--- src/rtl/writeback_multi_pkg.sv ---
// Shared types for the multi-lane writeback stage:
// per-lane input bundle, commit record and drain FSM state.
package writeback_multi_pkg;

   localparam int XLEN = 64;
   localparam int RA_W = 5;
   localparam int CA_W = 12;

   typedef struct packed {
      logic            valid;
      logic            wb;
      logic            mrd;
      logic            jmp;
      logic            ismem;
      logic            csr_we;
      logic [RA_W-1:0] rd;
      logic [XLEN-1:0] alu;
      logic [XLEN-1:0] mem;
      logic [XLEN-1:0] pc4;
      logic [XLEN-1:0] pc;
      logic [XLEN-1:0] maddr;
      logic [31:0]     instr;
      logic [CA_W-1:0] csr_addr;
      logic [XLEN-1:0] csr_data;
   } wb_lane_t;

   typedef struct packed {
      logic [XLEN-1:0] pc;
      logic [31:0]     instr;
      logic            is_wb;
      logic [RA_W-1:0] rd;
      logic [XLEN-1:0] wdata;
      logic            is_mem;
      logic [XLEN-1:0] maddr;
   } commit_t;

   typedef enum logic {
      IDLE,
      CSR_DRAIN
   } wb_state_t;

   // Load data beats link address, which beats the ALU result.
   function automatic logic [XLEN-1:0] lane_result(input wb_lane_t l);
      if (l.mrd)
         return l.mem;
      else if (l.jmp)
         return l.pc4;
      else
         return l.alu;
   endfunction

endpackage

--- src/rtl/wb_commit_fifo.sv ---
// Commit record FIFO: up to NLANE pushes per cycle in lane
// order, one pop per cycle, registered free-entry count.
module wb_commit_fifo
   import writeback_multi_pkg::*;
#(
   parameter int CQ_DEPTH = 8,
   parameter int NLANE    = 2
) (
   input  logic                           clk,
   input  logic                           rst,
   input  logic [NLANE-1:0]               push,
   input  commit_t [NLANE-1:0]            push_rec,
   input  logic                           pop,
   output logic                           valid,
   output commit_t                        head,
   output logic [$clog2(CQ_DEPTH+1)-1:0]  free
);

   localparam int PW = $clog2(CQ_DEPTH);
   localparam int CW = $clog2(CQ_DEPTH + 1);

   logic [PW-1:0] wr_ptr;
   logic [PW-1:0] rd_ptr;
   logic [CW-1:0] count;
   logic [CW-1:0] free_q;
   logic [CW-1:0] n_push;
   logic [PW-1:0] slot [NLANE];
   logic          pop_ok;
   commit_t       mem [CQ_DEPTH];

   assign valid  = (count != '0);
   assign pop_ok = pop & valid;
   assign free   = free_q;
   assign head   = valid ? mem[rd_ptr] : '0;

   // Compact pushing lanes into consecutive slots.
   always_comb begin
      n_push = '0;
      for (int i = 0; i < NLANE; i++) begin
         slot[i] = wr_ptr + n_push[PW-1:0];
         n_push  = n_push + CW'(push[i]);
      end
   end

   // Pointer and occupancy bookkeeping.
   always_ff @(posedge clk or posedge rst) begin
      if (rst) begin
         wr_ptr <= '0;
         rd_ptr <= '0;
         count  <= '0;
         free_q <= CW'(CQ_DEPTH);
      end else begin
         wr_ptr <= wr_ptr + n_push[PW-1:0];
         if (pop_ok)
            rd_ptr <= rd_ptr + PW'(1);
         count  <= count + n_push - CW'(pop_ok);
         free_q <= free_q - n_push + CW'(pop_ok);
      end
   end

   // Record storage; head is masked while empty.
   always_ff @(posedge clk) begin
      for (int i = 0; i < NLANE; i++)
         if (push[i])
            mem[slot[i]] <= push_rec[i];
   end

endmodule

--- src/rtl/writeback_multi.sv ---
// N-lane writeback/commit stage: GPR write ports with WAW
// masking, serialised CSR port and buffered commit records.
module writeback_multi
   import writeback_multi_pkg::*;
#(
   parameter int NLANE    = 2,
   parameter int CQ_DEPTH = 8
) (
   input  logic                    clk,
   input  logic                    rst,
   input  logic                    in_bvalid,
   output logic                    in_ready,
   input  logic [NLANE-1:0]        in_lvalid,
   input  logic [NLANE-1:0]        in_wb,
   input  logic [NLANE-1:0]        in_mrd,
   input  logic [NLANE-1:0]        in_jmp,
   input  logic [NLANE*RA_W-1:0]   in_rd,
   input  logic [NLANE*XLEN-1:0]   in_alu,
   input  logic [NLANE*XLEN-1:0]   in_mem,
   input  logic [NLANE*XLEN-1:0]   in_pc4,
   input  logic [NLANE*XLEN-1:0]   in_pc,
   input  logic [NLANE*XLEN-1:0]   in_maddr,
   input  logic [NLANE*32-1:0]     in_instr,
   input  logic [NLANE-1:0]        in_ismem,
   input  logic [NLANE-1:0]        in_csr_we,
   input  logic [NLANE*CA_W-1:0]   in_csr_addr,
   input  logic [NLANE*XLEN-1:0]   in_csr_data,
   output logic [NLANE-1:0]        gpr_we,
   output logic [NLANE*RA_W-1:0]   gpr_wd,
   output logic [NLANE*XLEN-1:0]   gpr_wdata,
   output logic                    csr_we,
   output logic [CA_W-1:0]         csr_addr,
   output logic [XLEN-1:0]         csr_data,
   output logic                    cm_valid,
   input  logic                    cm_ready,
   output commit_t                 cm_rec
);

   localparam int CW = $clog2(CQ_DEPTH + 1);

   wb_lane_t [NLANE-1:0] lane;
   commit_t  [NLANE-1:0] rec;
   logic [XLEN-1:0]      res [NLANE];
   logic [NLANE-1:0]     wr;
   logic [NLANE-1:0]     we_mask;
   logic [NLANE-1:0]     csr_req;
   logic [NLANE-1:0]     push;
   logic [CW-1:0]        free;
   logic                 accept;

   wb_state_t        state;
   wb_state_t        state_nxt;
   logic [NLANE-1:0] pend;
   logic [NLANE-1:0] pend_nxt;
   logic [NLANE-1:0] sel;
   logic [CA_W-1:0]  pend_addr [NLANE];
   logic [XLEN-1:0]  pend_data [NLANE];
   logic             csr_we_nxt;
   logic [CA_W-1:0]  csr_a_sel;
   logic [XLEN-1:0]  csr_d_sel;

   assign in_ready = (state == IDLE) & (free >= CW'(NLANE));
   assign accept   = in_bvalid & in_ready;
   assign push     = accept ? in_lvalid : '0;

   // Unpack lanes, pick results, mask older same-rd writes.
   always_comb begin
      for (int i = 0; i < NLANE; i++) begin
         lane[i].valid    = in_lvalid[i];
         lane[i].wb       = in_wb[i];
         lane[i].mrd      = in_mrd[i];
         lane[i].jmp      = in_jmp[i];
         lane[i].ismem    = in_ismem[i];
         lane[i].csr_we   = in_csr_we[i];
         lane[i].rd       = in_rd[i*RA_W +: RA_W];
         lane[i].alu      = in_alu[i*XLEN +: XLEN];
         lane[i].mem      = in_mem[i*XLEN +: XLEN];
         lane[i].pc4      = in_pc4[i*XLEN +: XLEN];
         lane[i].pc       = in_pc[i*XLEN +: XLEN];
         lane[i].maddr    = in_maddr[i*XLEN +: XLEN];
         lane[i].instr    = in_instr[i*32 +: 32];
         lane[i].csr_addr = in_csr_addr[i*CA_W +: CA_W];
         lane[i].csr_data = in_csr_data[i*XLEN +: XLEN];
      end
      for (int i = 0; i < NLANE; i++) begin
         res[i]     = lane_result(lane[i]);
         wr[i]      = lane[i].valid & (lane[i].wb | lane[i].jmp)
                      & (|lane[i].rd);
         csr_req[i] = lane[i].valid & lane[i].csr_we;
      end
      for (int i = 0; i < NLANE; i++) begin
         we_mask[i] = wr[i];
         for (int j = 0; j < NLANE; j++)
            if (j > i && wr[j] && lane[j].rd == lane[i].rd)
               we_mask[i] = 1'b0;
      end
   end

   // Commit records, one per lane.
   always_comb begin
      for (int i = 0; i < NLANE; i++) begin
         rec[i].pc     = lane[i].pc;
         rec[i].instr  = lane[i].instr;
         rec[i].is_wb  = wr[i];
         rec[i].rd     = lane[i].rd;
         rec[i].wdata  = res[i];
         rec[i].is_mem = lane[i].ismem;
         rec[i].maddr  = lane[i].maddr;
      end
   end

   wb_commit_fifo #(
      .CQ_DEPTH (CQ_DEPTH),
      .NLANE    (NLANE)
   ) u_fifo (
      .clk      (clk),
      .rst      (rst),
      .push     (push),
      .push_rec (rec),
      .pop      (cm_ready),
      .valid    (cm_valid),
      .head     (cm_rec),
      .free     (free)
   );

   // GPR write ports, live one cycle after accept.
   always_ff @(posedge clk or posedge rst) begin
      if (rst) begin
         gpr_we    <= '0;
         gpr_wd    <= '0;
         gpr_wdata <= '0;
      end else if (accept) begin
         gpr_we <= we_mask;
         for (int i = 0; i < NLANE; i++) begin
            gpr_wd[i*RA_W +: RA_W]    <= lane[i].rd;
            gpr_wdata[i*XLEN +: XLEN] <= res[i];
         end
      end else begin
         gpr_we <= '0;
      end
   end

   // Drain FSM state register.
   always_ff @(posedge clk or posedge rst) begin
      if (rst)
         state <= IDLE;
      else
         state <= state_nxt;
   end

   // Next state and lowest-lane CSR write selection.
   always_comb begin
      state_nxt  = state;
      pend_nxt   = pend;
      csr_we_nxt = 1'b0;
      sel        = '0;
      csr_a_sel  = '0;
      csr_d_sel  = '0;
      unique case (state)
         IDLE: begin
            pend_nxt = '0;
            if (accept && |csr_req) begin
               csr_we_nxt = 1'b1;
               sel        = csr_req;
               pend_nxt   = csr_req & (csr_req - NLANE'(1));
               if (|pend_nxt)
                  state_nxt = CSR_DRAIN;
            end
         end
         CSR_DRAIN: begin
            if (|pend) begin
               csr_we_nxt = 1'b1;
               sel        = pend;
               pend_nxt   = pend & (pend - NLANE'(1));
            end else begin
               state_nxt = IDLE;
            end
         end
      endcase
      for (int i = NLANE - 1; i >= 0; i--) begin
         if (sel[i]) begin
            csr_a_sel = (state == IDLE) ? lane[i].csr_addr
                                        : pend_addr[i];
            csr_d_sel = (state == IDLE) ? lane[i].csr_data
                                        : pend_data[i];
         end
      end
   end

   // CSR output port and pending-write store.
   always_ff @(posedge clk or posedge rst) begin
      if (rst) begin
         csr_we   <= 1'b0;
         csr_addr <= '0;
         csr_data <= '0;
         pend     <= '0;
         for (int i = 0; i < NLANE; i++) begin
            pend_addr[i] <= '0;
            pend_data[i] <= '0;
         end
      end else begin
         csr_we <= csr_we_nxt;
         pend   <= pend_nxt;
         if (csr_we_nxt) begin
            csr_addr <= csr_a_sel;
            csr_data <= csr_d_sel;
         end
         if (accept) begin
            for (int i = 0; i < NLANE; i++) begin
               pend_addr[i] <= lane[i].csr_addr;
               pend_data[i] <= lane[i].csr_data;
            end
         end
      end
   end

endmodule

--- config.mk ---
export PLATFORM = sky130hd
export DESIGN_NAME = writeback_multi
export DESIGN_NICKNAME = d
export VERILOG_FILES = /design/src/rtl/writeback_multi_pkg.sv /design/src/rtl/wb_commit_fifo.sv /design/src/rtl/writeback_multi.sv
export SDC_FILE = /design/constraint.sdc
export NUM_CORES = 2
export LEC_CHECK = 0
export BUFFER_PORTS_ARGS = -buffer_cell sky130_fd_sc_hd__buf_2
export CORE_AREA = 2 2 517 519
export CTS_CLUSTER_DIAMETER = 30
export DETAILED_ROUTE_END_ITERATION = 6
export DIE_AREA = 0 0 519 521
export GPL_ROUTABILITY_DRIVEN = 0
export PLACE_DENSITY = 0.69
export SLEW_MARGIN = 10
export SYNTH_ARGS = -nofsm -noshare
export SYNTH_HDL_FRONTEND = slang
export SYNTH_SLANG_ARGS = --single-unit
--- constraint.sdc ---
create_clock -name clk -period 17.55 [get_ports clk]
set_input_delay 0.8775 -clock clk [delete_from_list [all_inputs] [get_ports clk]]
set_output_delay 0.8775 -clock clk [all_outputs]
set_load 0.02 [all_outputs]
* Word-level counts from Yosys, hierarchy flattened
Memories as Yosys holds them, arrays and structs flattened.
Index checks and enable logic that the tools add are counted.
** Storage, ports and cells
- Register bits :: 386
- Bits in latches :: 0
- RAM bits :: 1848
- Bits in read-only memories :: 0
- Bits of input ports :: 882
- Output and inout port bits :: 450
- Logic and storage cells :: 84
- Memories kept :: 1
** Memories
- u_fifo.mem :: words 8, bits a word 231, rd ports 1, clocked after Yosys merged registers in 0, write ports 2, RTL line wb_commit_fifo.sv:29 : commit_t mem [CQ_DEPTH];
** Operators by class
- $add $sub $neg :: 10
- Multiply operators :: 0
- Divide/modulo/power cells :: 0
- Order comparisons :: 1
- Eq/ne operators :: 2
- Shift-type cells :: 0
- Multiplexer cells :: 32
- Bitwise gates (word level) :: 14
- Reductions and logical operators :: 8
** Operators with widths (number)
- two-way mux 64 bit :: 8
- two-way mux 231 bit :: 1
- two-way mux 12 bit :: 4
- two-way mux 2 bit :: 6
- OR reduction 5 bit :: 2
- AND 1 bit :: 9
- two-way mux 1 bit :: 9
- one-hot mux 2 bit (2 select lines) :: 2
- OR reduction 2 bit :: 3
- == test 5 bit :: 1
- adder 4 x 1 -> 4 bit :: 1
- adder 4 bit :: 1
- AND 2 bit :: 2
- greater-or-equal comparator 4 x 2 -> 1 bit (second input constant) :: 1
- one-hot mux 1 bit (2 select lines) :: 2
- nonzero test 4 bit :: 1
- subtractor 2 x 1 -> 2 bit (second input constant) :: 2
- subtractor 4 x 1 -> 4 bit :: 1
- subtractor 4 bit :: 1
- adder 3 x 1 -> 3 bit :: 1
- adder 3 x 1 -> 3 bit (second input constant) :: 1
- adder 3 bit :: 1
- adder 1 x 1 -> 2 bit :: 1
- logical AND 1 bit :: 2
- other kinds (3) :: 4

* Logic depth before layout (Yosys ltp)
- Depth after elaboration :: 8
- Depth in mapped cells :: 13
- Mapped depth without buffers :: 12

* Hierarchy
A second synthesis with hierarchy kept.
** Unflattened totals
- Cells, all modules :: 6267
- Area total of the unflattened synthesis :: 109839.1 um2
** By module, submodules not included
- wb_commit_fifo :: instances 1, cells an instance 4840, area each 92926.6 um2, sequential area each 55844.8 um2
- writeback_multi :: instances 1, cells an instance 1427, area each 16912.5 um2, sequential area each 8408.1 um2

* Worst setup path after synthesis
Ideal clock, no wire load.
- Path kind :: input to register
- Start point :: in in_bvalid
- End point :: mem u_fifo.mem[0][0] in the netlist's numbering (enable)
- Setup time :: 1.160 ns
- Data arrival time :: 18.189 ns
- Data required time :: 16.390 ns
- Setup slack :: -1.799 ns
- Stages :: 4
- Path buffers :: 0
- Path through :: nor2b_2 -> and3_1 -> nand2b_1 -> o31ai_1
** RTL lines
- start, declared :: RTL line writeback_multi.sv:11 : input logic in_bvalid,
- end, declared :: RTL line wb_commit_fifo.sv:29

==> run summary <==
Gate Count Post-Synth - 7154
Hold Vio Cnt, Final - 0
final worst path period share - 42.59%
Total Power - 23.98 mW
leak pwr - 52.68 nW
cts repair resizes - 0
Worst setup SP type - flop
clk root buf - clkbuf_16
routed vias - 73580
setup TNS - 0 ps
1st-pass router iterations - 7
failing checks - design-rule violations
Max-Cap Viols - 0
total global-route track usage - 28.01%
CTS tree - built
fin. max-slew vios - 0
Final nets - 9462
Syn Area/Cell - 15.42 um^2
post-synthesis cell area - 110300 um^2
IO Count - 1332
H-tree level count - 5
async set-reset flop share out of synthesis - 17.20%
CTS Hold Bufs - 0
Clock Skew - 72.24 ps
Area Overhead vs Synth - 24.42%
post-synthesis register bit count - 2232
Data required, critical path - 16670 ps
FMAX - 0.1338 GHz
fraction of layout cells with a size suffix above 1 - 41.93%
# setup viols final - 0
Detail Placement HPWL - 254.4 mm
commonest non-fill, non-tap cell in the layout - edfxtp_1
Post-synth top flop - edfxtp_1
Die W - 519 um
total CTS buffers - 468
largest net degree at the start of global routing - 189
clk sinks - 2232
final wirelength - 392.1 mm
RSZ-0062 raised after global routing - no
initial DRC count - 7360
Post-CTS Setup Inserts - 0
# DRC - 7
worst slew pin tran - 1359 ps
global route total overflow - 0
Die Area - 270400 um^2
PwrDens - 174.7 nW/um^2
number of enable flip-flop cells after synthesis - 1848
DRT antenna net count - 0
Rel. slew slack - 9.385%
Tightest Hold Check Type - in2async
first-pass GRT wire length - 547.9 mm
worst skew pair latency - 960 ps
routed wl met2 - 183.5 mm
syn_nets - 8056
Die Y - 521 um
commonest non-fill, non-tap cells in the layout - edfxtp_1 (1848), buf_2 (1327), mux2_2 (1039)
Final Critical Period - 7474 ps
clock transition at the registers of the reported paths - 50 ps
critical-path maximum fanout - 98
status - complete, but fails checks
routed wire length per instance - 30.84 um
Via density - 5.789
M1 wire length - 143.7 mm
initial core utilization - 41.72%
fillcell total - 21850
Worst Path Arrival - 6600 ps
Top Metal Used - met5
initial antenna violation count - 218
synth unique cells - 43
post-synthesis sequential area ratio - 59.02%
vias in the first global route - 74050
Core Footprint - 264400 um^2
Hold Slack - 48.65 ps
PortBufs - 1331
WL met3 - 41.03 mm
maximum clock insertion buffer count - 4
Yosys Warn Count - 0
Worst Setup End Kind - primary output
maximum vdd drop - 0.1780 mV
Rows - 189
crit path kind - reg2out
[final cells by class]
cell class,count,area (um^2),share of cell area [%]
Sequential cell,2232,65120,47.45
Timing Repair Buffer,1469,7973,5.809
Antenna cell,212,530.5,0.3865
Clock inverter,325,4158,3.029
Multi-Input combinational cell,4367,42710,31.12
Inverter,22,90.09,0.06564
Clock buffer,551,12240,8.917
Tap cell,3533,4420,3.221
[report_power, final]
group / leakage [nW] / switching [mW] / internal [mW]
Sequential: 21.5 / 0.406 / 6.94
Combinational: 23.4 / 4.78 / 2.77
Clock: 7.85 / 3.06 / 6.03
Total: 52.7 / 8.24 / 15.7
[sequential cells by signal, summed over array words and instances (netlist names)]
register and flops:
u_fifo.mem 1848, u_fifo.count 4, u_fifo.rd_ptr 3, gpr_wdata 128, csr_we 1, u_fifo.free 4
state 1, gpr_wd 10, pend 1, u_fifo.wr_ptr 3, pend_data 127, csr_data 64
csr_addr 12, gpr_we 2, pend_addr 24
[routing by layer]
metal | track usage (%) | up-vias
met5 | 0 | -
met4 | 16.22 | 92
met3 | 8.852 | 907
met2 | 43.51 | 3873
met1 | 34.48 | 37730
li1 | - | 30980
[per-stage QoR]
step                      util, %  setup WS [ps]  cell area (um^2)  std cells
after CTS                   51.71           9912            136700      12500
after detailed placement    45.51          10880            120300      11620
after global routing        51.85           9593            137100      12650
after global placement      45.50          10970            120300      11620
final                       51.91          10080            137200      12710
after floorplan                 -           4015            110300       7154
[kinds of logic (layout without fill, tap and decap cells)]
logic type,count (synthesis),after routing,synth area share [%]
multiplexers,2745,2745,31.66
flip-flops,2232,2232,59.02
AND/OR/NAND/NOR,1086,1086,3.955
buffers and inverters,555,2367,2.432
AO/OA/AOI/OAI,502,502,2.574
adder cells (fa/ha/maj),20,20,0.2473
XOR/XNOR,14,14,0.1112
other,0,212,0
[path summary, 6_finish.rpt]
path / from / endpoint / slack [ps] / cells past startpoint
max: u_fifo.rd_ptr[0] / cm_rec[143] / 10080 / 8
min: rst / gpr_wdata[116] / 50 / 2
max reg2reg: state / u_fifo.mem[2][149] / 10970 / 9
min reg2reg: gpr_wd[7] / gpr_wd[7] / 470 / 2
max in group asynchronous: rst / gpr_wd[2] / 13760 / 6
min in group clk: in_csr_data[86] / pend_data[22] / 100 / 3
[cells in the mapped netlist, drive strengths merged, types with 3 or more instances]
library cell,n,area share [%]
inv,22,0.075
o22ai,78,0.44
dfrtp,383,8.7
mux4,462,9.4
xor2,8,0.064
nand2b,5,0.035
edfxtp,1848,50
o21ai,207,0.94
mux2,1329,14
nor2,367,1.3
o31ai,3,0.020
xnor2,6,0.048
a211oi,76,0.52
nor2b,79,0.45
fa,3,0.054
buf,310,1.6
clkbuf,223,0.76
a21oi,130,0.59
and3,4,0.023
mux2i,954,8.7
nand2,622,2.1
ha,17,0.19
[worst max-delay path, stage by stage, from the launching register on]
cell	delay [ps]
dfrtp_4	890
buf_4	780
buf_12	640
buf_4	850
buf_4	700
mux4_2	590
mux2i_1	480
nor2_1	100
buf_2	200
(Power assumes the default switching activity.)
